[src/rtl/bit_index_iter.sv]
// Serialises the set-bit positions of a BW-bit vector into one index per beat, lowest or highest first.
// Latency 1 cycle from accept to first beat; out_rdy low holds the beat; in_rdy rises only on IDLE or a consumed last beat.
// Optional BIT_INDEX_ITER_POPCNT_EN adds out_rem, a registered count of the set bits still to be emitted.
module bit_index_iter #(
    parameter int  BW        = 8,
    parameter bit  MSB_FIRST = 1'b0,
    localparam int IW        = $clog2(BW)
) (
    input  logic          clk,
    input  logic          rst_b,
    input  logic          in_vld,
    output logic          in_rdy,
    input  logic [BW-1:0] in_vec,
    output logic          out_vld,
    input  logic          out_rdy,
    output logic [IW-1:0] out_idx,
    output logic          out_last,
    output logic          out_empty
`ifdef BIT_INDEX_ITER_POPCNT_EN
    ,
    output logic [IW:0]   out_rem
`endif
);

    localparam logic [BW-1:0] ONE = BW'(1);

    typedef enum logic {IDLE, ITER} state_t;

    state_t        state, state_nxt;
    logic [BW-1:0] vec_reg, vec_nxt;
    logic          empty_q, empty_nxt;
    logic [IW-1:0] sel_idx;
    logic          last_raw;
    logic          accept;
    logic          beat;

    // Later matches overwrite earlier ones, so the loop direction sets priority.
    always_comb begin
        sel_idx = '0;
        if (MSB_FIRST) begin
            for (int i = 0; i < BW; i++)
                if (vec_reg[i]) sel_idx = IW'(i);
        end else begin
            for (int i = BW - 1; i >= 0; i--)
                if (vec_reg[i]) sel_idx = IW'(i);
        end
    end

`ifdef BIT_INDEX_ITER_POPCNT_EN
    localparam int RW = IW + 1;
    logic [IW:0] rem_q, rem_nxt;

    assign last_raw = empty_q | (rem_q == RW'(1));
    assign out_rem  = out_vld ? rem_q : '0;

    always_comb begin
        rem_nxt = rem_q;
        if (accept)
            rem_nxt = RW'($countones(in_vec));
        else if (beat && rem_q != '0)
            rem_nxt = rem_q - RW'(1);
    end

    always_ff @(posedge clk) begin
        if (!rst_b) rem_q <= '0;
        else        rem_q <= rem_nxt;
    end
`else
    assign last_raw = empty_q | ((vec_reg & (vec_reg - ONE)) == '0);
`endif

    assign out_vld   = (state == ITER);
    assign out_idx   = out_vld ? sel_idx : '0;
    assign out_last  = out_vld & last_raw;
    assign out_empty = out_vld & empty_q;
    assign beat      = out_vld & out_rdy;
    // Combinational from out_rdy so a new vector can load on the last-beat edge.
    assign in_rdy    = rst_b & ((state == IDLE) | (beat & out_last));
    assign accept    = in_vld & in_rdy;

    always_comb begin
        state_nxt = state;
        vec_nxt   = vec_reg;
        empty_nxt = empty_q;
        if (accept) begin
            vec_nxt   = in_vec;
            empty_nxt = (in_vec == '0);
            state_nxt = ITER;
        end else if (beat) begin
            vec_nxt = vec_reg & ~(ONE << sel_idx);
            if (out_last) state_nxt = IDLE;
        end
    end

    always_ff @(posedge clk) begin
        if (!rst_b) begin
            state   <= IDLE;
            vec_reg <= '0;
            empty_q <= 1'b0;
        end else begin
            state   <= state_nxt;
            vec_reg <= vec_nxt;
            empty_q <= empty_nxt;
        end
    end

endmodule
[config.mk]
export PLATFORM = sky130hd
export DESIGN_NAME = bit_index_iter
export DESIGN_NICKNAME = d
export VERILOG_FILES = /design/src/rtl/bit_index_iter.sv
export SDC_FILE = /design/constraint.sdc
export NUM_CORES = 1
export LEC_CHECK = 0
export BUFFER_PORTS_ARGS = -buffer_cell sky130_fd_sc_hd__buf_2
export CAP_MARGIN = 20
export CORE_MARGIN = 5
export CORE_UTILIZATION = 55
export CTS_BUF_LIST = sky130_fd_sc_hd__clkbuf_16
export DETAILED_ROUTE_END_ITERATION = 16
export PLACE_DENSITY = 0.82
export SLEW_MARGIN = 10
export SYNTH_ARGS = -nofsm -noshare
export SYNTH_HDL_FRONTEND = slang
export SYNTH_SLANG_ARGS = --single-unit
[constraint.sdc]
create_clock -name clk -period 4.85 [get_ports clk]
set_clock_uncertainty 0.15 [all_clocks]
set_input_delay 0.7275 -clock clk [delete_from_list [all_inputs] [get_ports clk]]
set_output_delay 0.7275 -clock clk [all_outputs]
set_load 0.05 [all_outputs]
Word level (Yosys, flattened, before mapping)
Index checks and enable logic that the tools add are counted.

word-level totals
  register bits = 10
  output and inout port bits = 7
  logic and storage cells = 36

operators by class
  $add $sub $neg = 1
  shift-type cells = 1
  mux-type cells = 14
  bitwise operators = 12
  reduce and logical (&&, ||, !) cells = 5

operators by type and width
  cell                 number
  $mux 3               9
  $and 8x8->8          2
  $logic_not 8->1      2
  $mux 8               2
  $not 8->8            1
  $shl 1x3->8 const A  1
  $sub 8x1->8 const B  1
  $and 1x1->1          6
  $reduce_bool 2->1    2
  $mux 1               3
  $or 1x1->1           2
  $reduce_and 2->1     1
  $not 1->1            1

Longest topological paths before layout
Gate-level depths: netlist (run 1).

  word-level depth = 13
  depth in mapped cells = 6
  gate-level depth less buffers = 5

Worst setup path before layout (run 1)
No wires, ideal clock.

  path type = reg-to-output
  start = reg vec_reg[1]
  end = out out_last
  arrival = 2.265 ns
  slack = 1.708 ns
  stages on the path, launching flop included = 7
  cell sequence = dfxtp_1 > buf_6 > or4_4 > a2111o_1 > a31oi_1 > nor2_1 > nor2_1

on the way
  word-level cells in the longest chain between the ends = 5

ends and longest elaborated chain
  what                    line  RTL
  from (decl)             30    logic [BW-1:0] vec_reg, vec_nxt;
  from (signal assigned)  102   vec_reg <= vec_nxt;
  $sub 8x1->8             69    assign last_raw = empty_q | ((vec_reg & (vec_reg - ONE)) == '0);
  $and 8x8->8 *           69
  $logic_not 8->1 *       69
  $or 1x1->1 *            69
  $and 1x1->1 *           74    assign out_last = out_vld & last_raw;
  to (decl)               17    output logic out_last,

Every way passes the cells marked *; elsewhere a longest branch is shown, timed or not.

Worst setup path in the final report (run 1)
  start = reg vec_reg[0]
  end = out in_rdy

on the way
  word-level cells in the longest chain between the ends = 8

ends and longest elaborated chain
  what               line  RTL
  $sub 8x1->8        69
  $and 8x8->8 *      69
  $logic_not 8->1 *  69
  $or 1x1->1 *       69
  $and 1x1->1 *      74
  $and 1x1->1 *      78    assign in_rdy = rst_b & ((state == IDLE) | (beat & out_last));
  $or 1x1->1 *       78
  $and 1x1->1 *      78
  to (decl)          12    output logic in_rdy,

Marks and branches as above.

==> results of run 1 <==
==> worst reg2reg max path, cell delays in order, from the launching register on <==
cell and delay [ns]:
dfxtp_1 0.41, or4_4 0.60, a2111o_1 0.49, a311oi_4 0.36, nand2_4 0.17, mux2_4 0.33
==> final cells by class <==
cell class / count / area share
repair buffers: 18 / 0.0988
clock inverters: 1 / 0.00412
flip-flops and latches: 10 / 0.219
clock buffers: 3 / 0.0823
multi-input cells: 68 / 0.554
well taps: 15 / 0.0206
inverters: 5 / 0.0206
==> cells by family (layout without fill, tap and decap cells) <==
group                  count (synthesis)  after routing  synth area share
DFF                                   10             10             0.265
buffers and inverters                 11             27            0.0647
muxes                                  9              9             0.159
AOI/OAI and AO/OA                     20             20             0.229
and+or+nand+nor                       39             39             0.282
==> synthesized netlist by cell type (all sizes together) (2+ instances only) <==
cell type and instances:
nor3 8, nor2b 2, nand2b 2, nor4 4
and3 2, nand3 2, nor2 7, nand2 7
or4 2, mux2 6, dfxtp 10, o311a 4
a21oi 4, clkbuf 5, a31oi 2, a2111o 2
inv 5, mux2i 3
==> where the power goes <==
group          internal [mW]  leakage, nW  total [mW]  switching, mW
clock network          0.108       0.0385       0.150         0.0417
registers             0.0897       0.0824       0.105         0.0149
logic                 0.0417        0.314       0.108         0.0662
total                  0.240        0.435       0.362          0.123
==> path summary, 6_finish.rpt <==
check                     to  slack (ns)  cells after the start
hold / removal       empty_q        0.38                      2
hold reg to reg      empty_q        0.38                      2
setup / recovery      in_rdy        1.55                      4
setup reg to reg  vec_reg[3]        2.22                      5
==> routing by layer <==
| metal | track usage | routed length (um) | vias up |
|---|---|---|---|
| li1 | - | - | 366 |
| met3 | 0.0383 | 151 | 9 |
| met4 | 0.122 | 68 | 0 |
| met1 | 0.247 | 784 | 345 |
| met5 | 0 | 0 | - |
| met2 | 0.350 | 977 | 39 |
==> summary.md, run 1 <==
| Metric | Value |
|---|---|
| Vias per cell | 6.33 |
| Clock period minus worst slack | 3.30 ns |
| Root buffer cell | clkbuf_16 |
| Dominant cell type by area after synthesis | dfxtp_1 |
| CP cell instances | or4_4, a2111o_1, a311oi_4, buf_2 |
| Worst hold path class | flop to flop |
| Slew headroom | 0.460 |
| Antenna Cells | 0 |
| Pin count of the biggest net entering global routing | 13 |
| Launching point of the worst reg2reg path | vec_reg[0] |
| Unique masters post-synth | 33 |
| Vias in the first global route | 720 |
| Worst path top cell family by delay | compound AO/OA/AOI/OAI gates |
| Cells after DPL | 116 |
| WHS | 0.378 ns |
| Area of the multi-input gates | 505 um^2 |
| DRC viols | 0 |
| Total track usage | 0.209 |
| CTS Hold Buffers Added | 0 |
| Cell Area, Placed | 833 um^2 |
| Filler cell count | 110 |
| Post-synth EDFFs | 0 |
| Mapped Area | 754 um^2 |
| CTS tree | yes |
| Avg Inst Size Synth | 8.48 um^2 |
| Post-Layout Cell Count | 120 |
| Vias post-DR | 759 |
| First-pass GRT wire length | 3190 um |
| Die area | 2210 um^2 |
| Initial antenna violation count | 0 |
| Util after Layout | 0.701 |
| WL final | 1980 um |
| CTS Sinks | 10 |
| Register area | 200 um^2 |
| Final-stage net count | 118 |
| Hold Path Origin | empty_q |
| Post-synth ARST share | 0 |
| Synth Flop Type | dfxtp_1 |
| Seq/Total Area, Yosys | 0.265 |
| Gr ovfl total | 0 |
| Final hold vios | 0 |
| Row cnt | 13 |
| Peak supply drop | 0.273 mV |
| Fin Setup TNS | 0 ns |
| Critical-path top delay cell | or4_4 |
| Critical Path Source | vec_reg[0] |
| Layout Area Growth over Synthesis | 20.9% |
| Maxcap violations | 0 |
| Final Power | 362 uW |
| DIE WIDTH | 47.0 um |
| CP max FO | 12 |
| Dpl hpwl | 1380 um |
| Seq cells post-synth | 10 |
| Setup bufs post-CTS | 0 |
| Worst slew pin tran | 0.799 ns |
| Syn Inst Count | 89 |
| Antenna viol nets, final | 0 |
| WP data required | 3.97 ns |
| Status | completed |
| Num CTS Buffers | 3 |
| Setup WS post-layout | 1.55 ns |
| Clk_lat worst skew | 0.24 ns |
| Synth warn | 0 |
| Most frequent cells in the layout | buf_2, dfxtp_1, nor3_1 |
| Post-CTS sizing | 0 |
| Io pins | 19 |
| WS Path Type | flop to output port |
| FMAX | 303 MHz |
| Layout cell share with drive strength beyond 1 | 0.295 |
| Die H | 47.0 um |
| Max Slew Vio Count | 0 |
| Number of flip-flops in the largest register | 8 |
| Core Box Area | 1300 um^2 |
| Startpoint type of the worst setup path | flop |
| CP max stage delay | 0.59 ns |
| Post-Layout Inst Area | 912 um^2 |
| Synth Net Count | 101 |
| Most area-consuming cells after synthesis | dfxtp_1, mux2_4, nor3_1, o311a_1, mux2i_1 |
| Crit share post-route | 0.681 |
| Worst setup EP type | output port |
| DR WL/cell | 16.5 um |
| Final setup violation count | 0 |
| Starting DRT DRC Count | 20 |
| Area share of the largest cell type after synthesis | 0.265 |
| Initial core utilization | 0.580 |
| Most common cell after layout, fill and taps aside | buf_2 |
| Cell Pwr Density | 397 nW/um^2 |
| Pre-CTS setup slack | 1.84 ns |
| 1st-pass router iterations | 4 |
| LEAKAGE | 0.435 nW |
| Clock-pin slew on the worst setup and hold paths | 0.04 ns |
| RSZ-0062 raised after global routing | false |
| Clock tree buffer depth | 2 |
| Port-buffer cells | 18 |
| Gpl congestion | 0.799 |
| Crit path buf inv count | 1 |
| Worst path arrival time | 2.43 ns |
| H-tree lvl count | 1 |
Note: power is estimated with default switching activity, not from simulation.
==> inputs of run 2 (changes only) <==
--- a/config.mk
+++ b/config.mk
@@ -8,10 +8,10 @@
 export BUFFER_PORTS_ARGS = -buffer_cell sky130_fd_sc_hd__buf_2
 export CAP_MARGIN = 20
 export CORE_MARGIN = 5
-export CORE_UTILIZATION = 55
+export CORE_UTILIZATION = 46
 export CTS_BUF_LIST = sky130_fd_sc_hd__clkbuf_16
 export DETAILED_ROUTE_END_ITERATION = 16
-export PLACE_DENSITY = 0.82
+export PLACE_DENSITY = 0.73
 export SLEW_MARGIN = 10
 export SYNTH_ARGS = -nofsm -noshare
 export SYNTH_HDL_FRONTEND = slang
==> constraint.sdc (replaced) <==
create_clock -name clk -period 2.9 [get_ports clk]
set_clock_uncertainty 0.15 [all_clocks]
set_input_delay 0.435 -clock clk [delete_from_list [all_inputs] [get_ports clk]]
set_output_delay 0.435 -clock clk [all_outputs]
set_load 0.05 [all_outputs]
==> run 2 against run 1 <==
  * Design area is 3.6% higher
  * Non-clock buffer count grew 4
  * Final cell count is 3.3% higher
  * Wire length is 9.6% lower
  * Worst setup slack got worse by 1.4 ns
  * Critical endpoint unchanged
  * Highest routed layer unchanged
==> summary.md, run 2 (same netlist as run 1, synthesis figures left out) <==
| Metric | Value |
|---|---|
| Worst path arrival time | 2.19 ns |
| Clk pwr share | 0.403 |
| Gpl congestion | 0.829 |
| Setup bufs post-CTS | 0 |
| Gr ovfl total | 0 |
| Core Box Area | 1520 um^2 |
| Number of flip-flops in the largest register | 8 |
| Filler cell count | 131 |
| Final Power | 606 uW |
| DRC viols | 0 |
| WP data required | 2.32 ns |
| Dpl hpwl | 1390 um |
| Final-stage net count | 122 |
| Vias per cell | 6.02 |
| Maxcap violations | 0 |
| WL final | 1790 um |
| Row cnt | 14 |
| Total track usage | 0.150 |
| Net switching power | 197 uW |
| Sequential fraction of design power | 0.279 |
| 1st-pass router iterations | 4 |
| Clk_lat worst skew | 0.24 ns |
| Util after Layout | 0.620 |
| CP max FO | 9 |
| Startpoint type of the worst setup path | flop |
| FMAX | 361 MHz |
| Sw Share | 0.326 |
| Cell Pwr Density | 642 nW/um^2 |
| Io pins | 19 |
| Die area | 2550 um^2 |
| RSZ-0062 raised after global routing | false |
| DR WL/cell | 14.4 um |
| Most frequent cells in the layout | buf_2, dfxtp_1, nor3_1 |
| Die H | 50.5 um |
| Num CTS Buffers | 3 |
| Internal | 409 uW |
| Worst setup EP type | output port |
| Final setup violation count | 0 |
| Worst slew pin tran | 0.492 ns |
| Antenna viol nets, final | 0 |
| Vias post-DR | 746 |
| Slew headroom | 0.669 |
| LEAKAGE | 0.455 nW |
| Clock period minus worst slack | 2.77 ns |
| Antenna Cells | 0 |
| Max Slew Vio Count | 0 |
| DIE WIDTH | 50.5 um |
| Most common cell after layout, fill and taps aside | buf_2 |
| Starting DRT DRC Count | 14 |
| Vias in the first global route | 665 |
| Peak supply drop | 0.480 mV |
| Fin Setup TNS | 0 ns |
| Layout Area Growth over Synthesis | 25.2% |
| CTS tree | yes |
| Initial antenna violation count | 0 |
| Final hold vios | 0 |
| Setup WS post-layout | 0.127 ns |
| Initial core utilization | 0.495 |
| Pre-CTS setup slack | 0.267 ns |
| Combinational share of power | 0.318 |
| Port-buffer cells | 18 |
| WS Path Type | flop to output port |
| Root buffer cell | clkbuf_16 |
| First-pass GRT wire length | 2930 um |
| H-tree lvl count | 1 |
| Post-Layout Cell Count | 124 |
| Clock-pin slew on the worst setup and hold paths | 0.04 ns |
| Worst hold path class | primary input to flop |
| Cells after DPL | 121 |
| Pin count of the biggest net entering global routing | 12 |
| CTS Sinks | 10 |
| Crit share post-route | 0.956 |
| Layout cell share with drive strength beyond 1 | 0.324 |
| Clock tree buffer depth | 2 |
| Status | completed |
-- run 2: cell count changes in the layout (fill, tap and decap cells not counted) --
cell / delta
buf_4: +6
buf_2: -2
clkinv_1: -1
-- run 2: cell type report --
cell class | instances | area, um^2 | share of cell area
Multi-Input combinational cell | 68 | 505 | 0.535
Sequential cell | 10 | 200 | 0.212
Timing Repair Buffer | 22 | 125 | 0.132
Clock buffer | 3 | 75.1 | 0.0795
Tap cell | 16 | 20.0 | 0.0212
Inverter | 5 | 18.8 | 0.0199
-- run 2: worst paths after layout --
| check | from | endpoint | slack [ns] | depth (start not counted) |
|---|---|---|---|---|
| max reg2reg | vec_reg[1] | vec_reg[5] | 0.45 | 5 |
| max | vec_reg[1] | in_rdy | 0.13 | 4 |
| min | in_vec[1] | vec_reg[1] | 0.29 | 3 |
| min reg2reg | empty_q | empty_q | 0.34 | 2 |
-- run 2: routing by layer --
metal  vias up  GRT usage  share of wire
li1        376          -              -
met1       339      0.187           0.45
met2        26      0.231           0.46
met3         5     0.0355          0.070
met4         0     0.0894          0.024
met5         -          0              0
-- run 2: critical path, stage by stage (launching register included) --
cell,delay (ns)
dfxtp_1,0.37
or4_4,0.54
a2111o_1,0.44
a311oi_4,0.34
buf_4,0.26
-- run 2: power groups by stage --
stage / sequential [mW] / clock, mW / combinational [mW]
after floorplan: 0.166 / 0 / 0.150
after global placement: 0.171 / 0 / 0.187
after detailed placement: 0.171 / 0 / 0.189
after CTS: 0.169 / 0.248 / 0.191
after global routing: 0.172 / 0.253 / 0.208
final: 0.169 / 0.245 / 0.193
-- run 2: per-stage QoR --
step | cell area (um^2) | hold WS, ns
final | 945 | 0.289
after global routing | 945 | 0.293
after CTS | 940 | 0.289
after detailed placement | 865 | 0.339
after global placement | 865 | 0.341
after floorplan | 754 | 0.305
-- run 2: repair_timing --
| item | in CTS | in global routing |
|---|---|---|
| hold buffers | 0 | 0 |
| gates resized for setup | 0 | 4 |
| setup endpoints to repair | 0 | 2 |
| hold endpoints to repair | 0 | 0 |
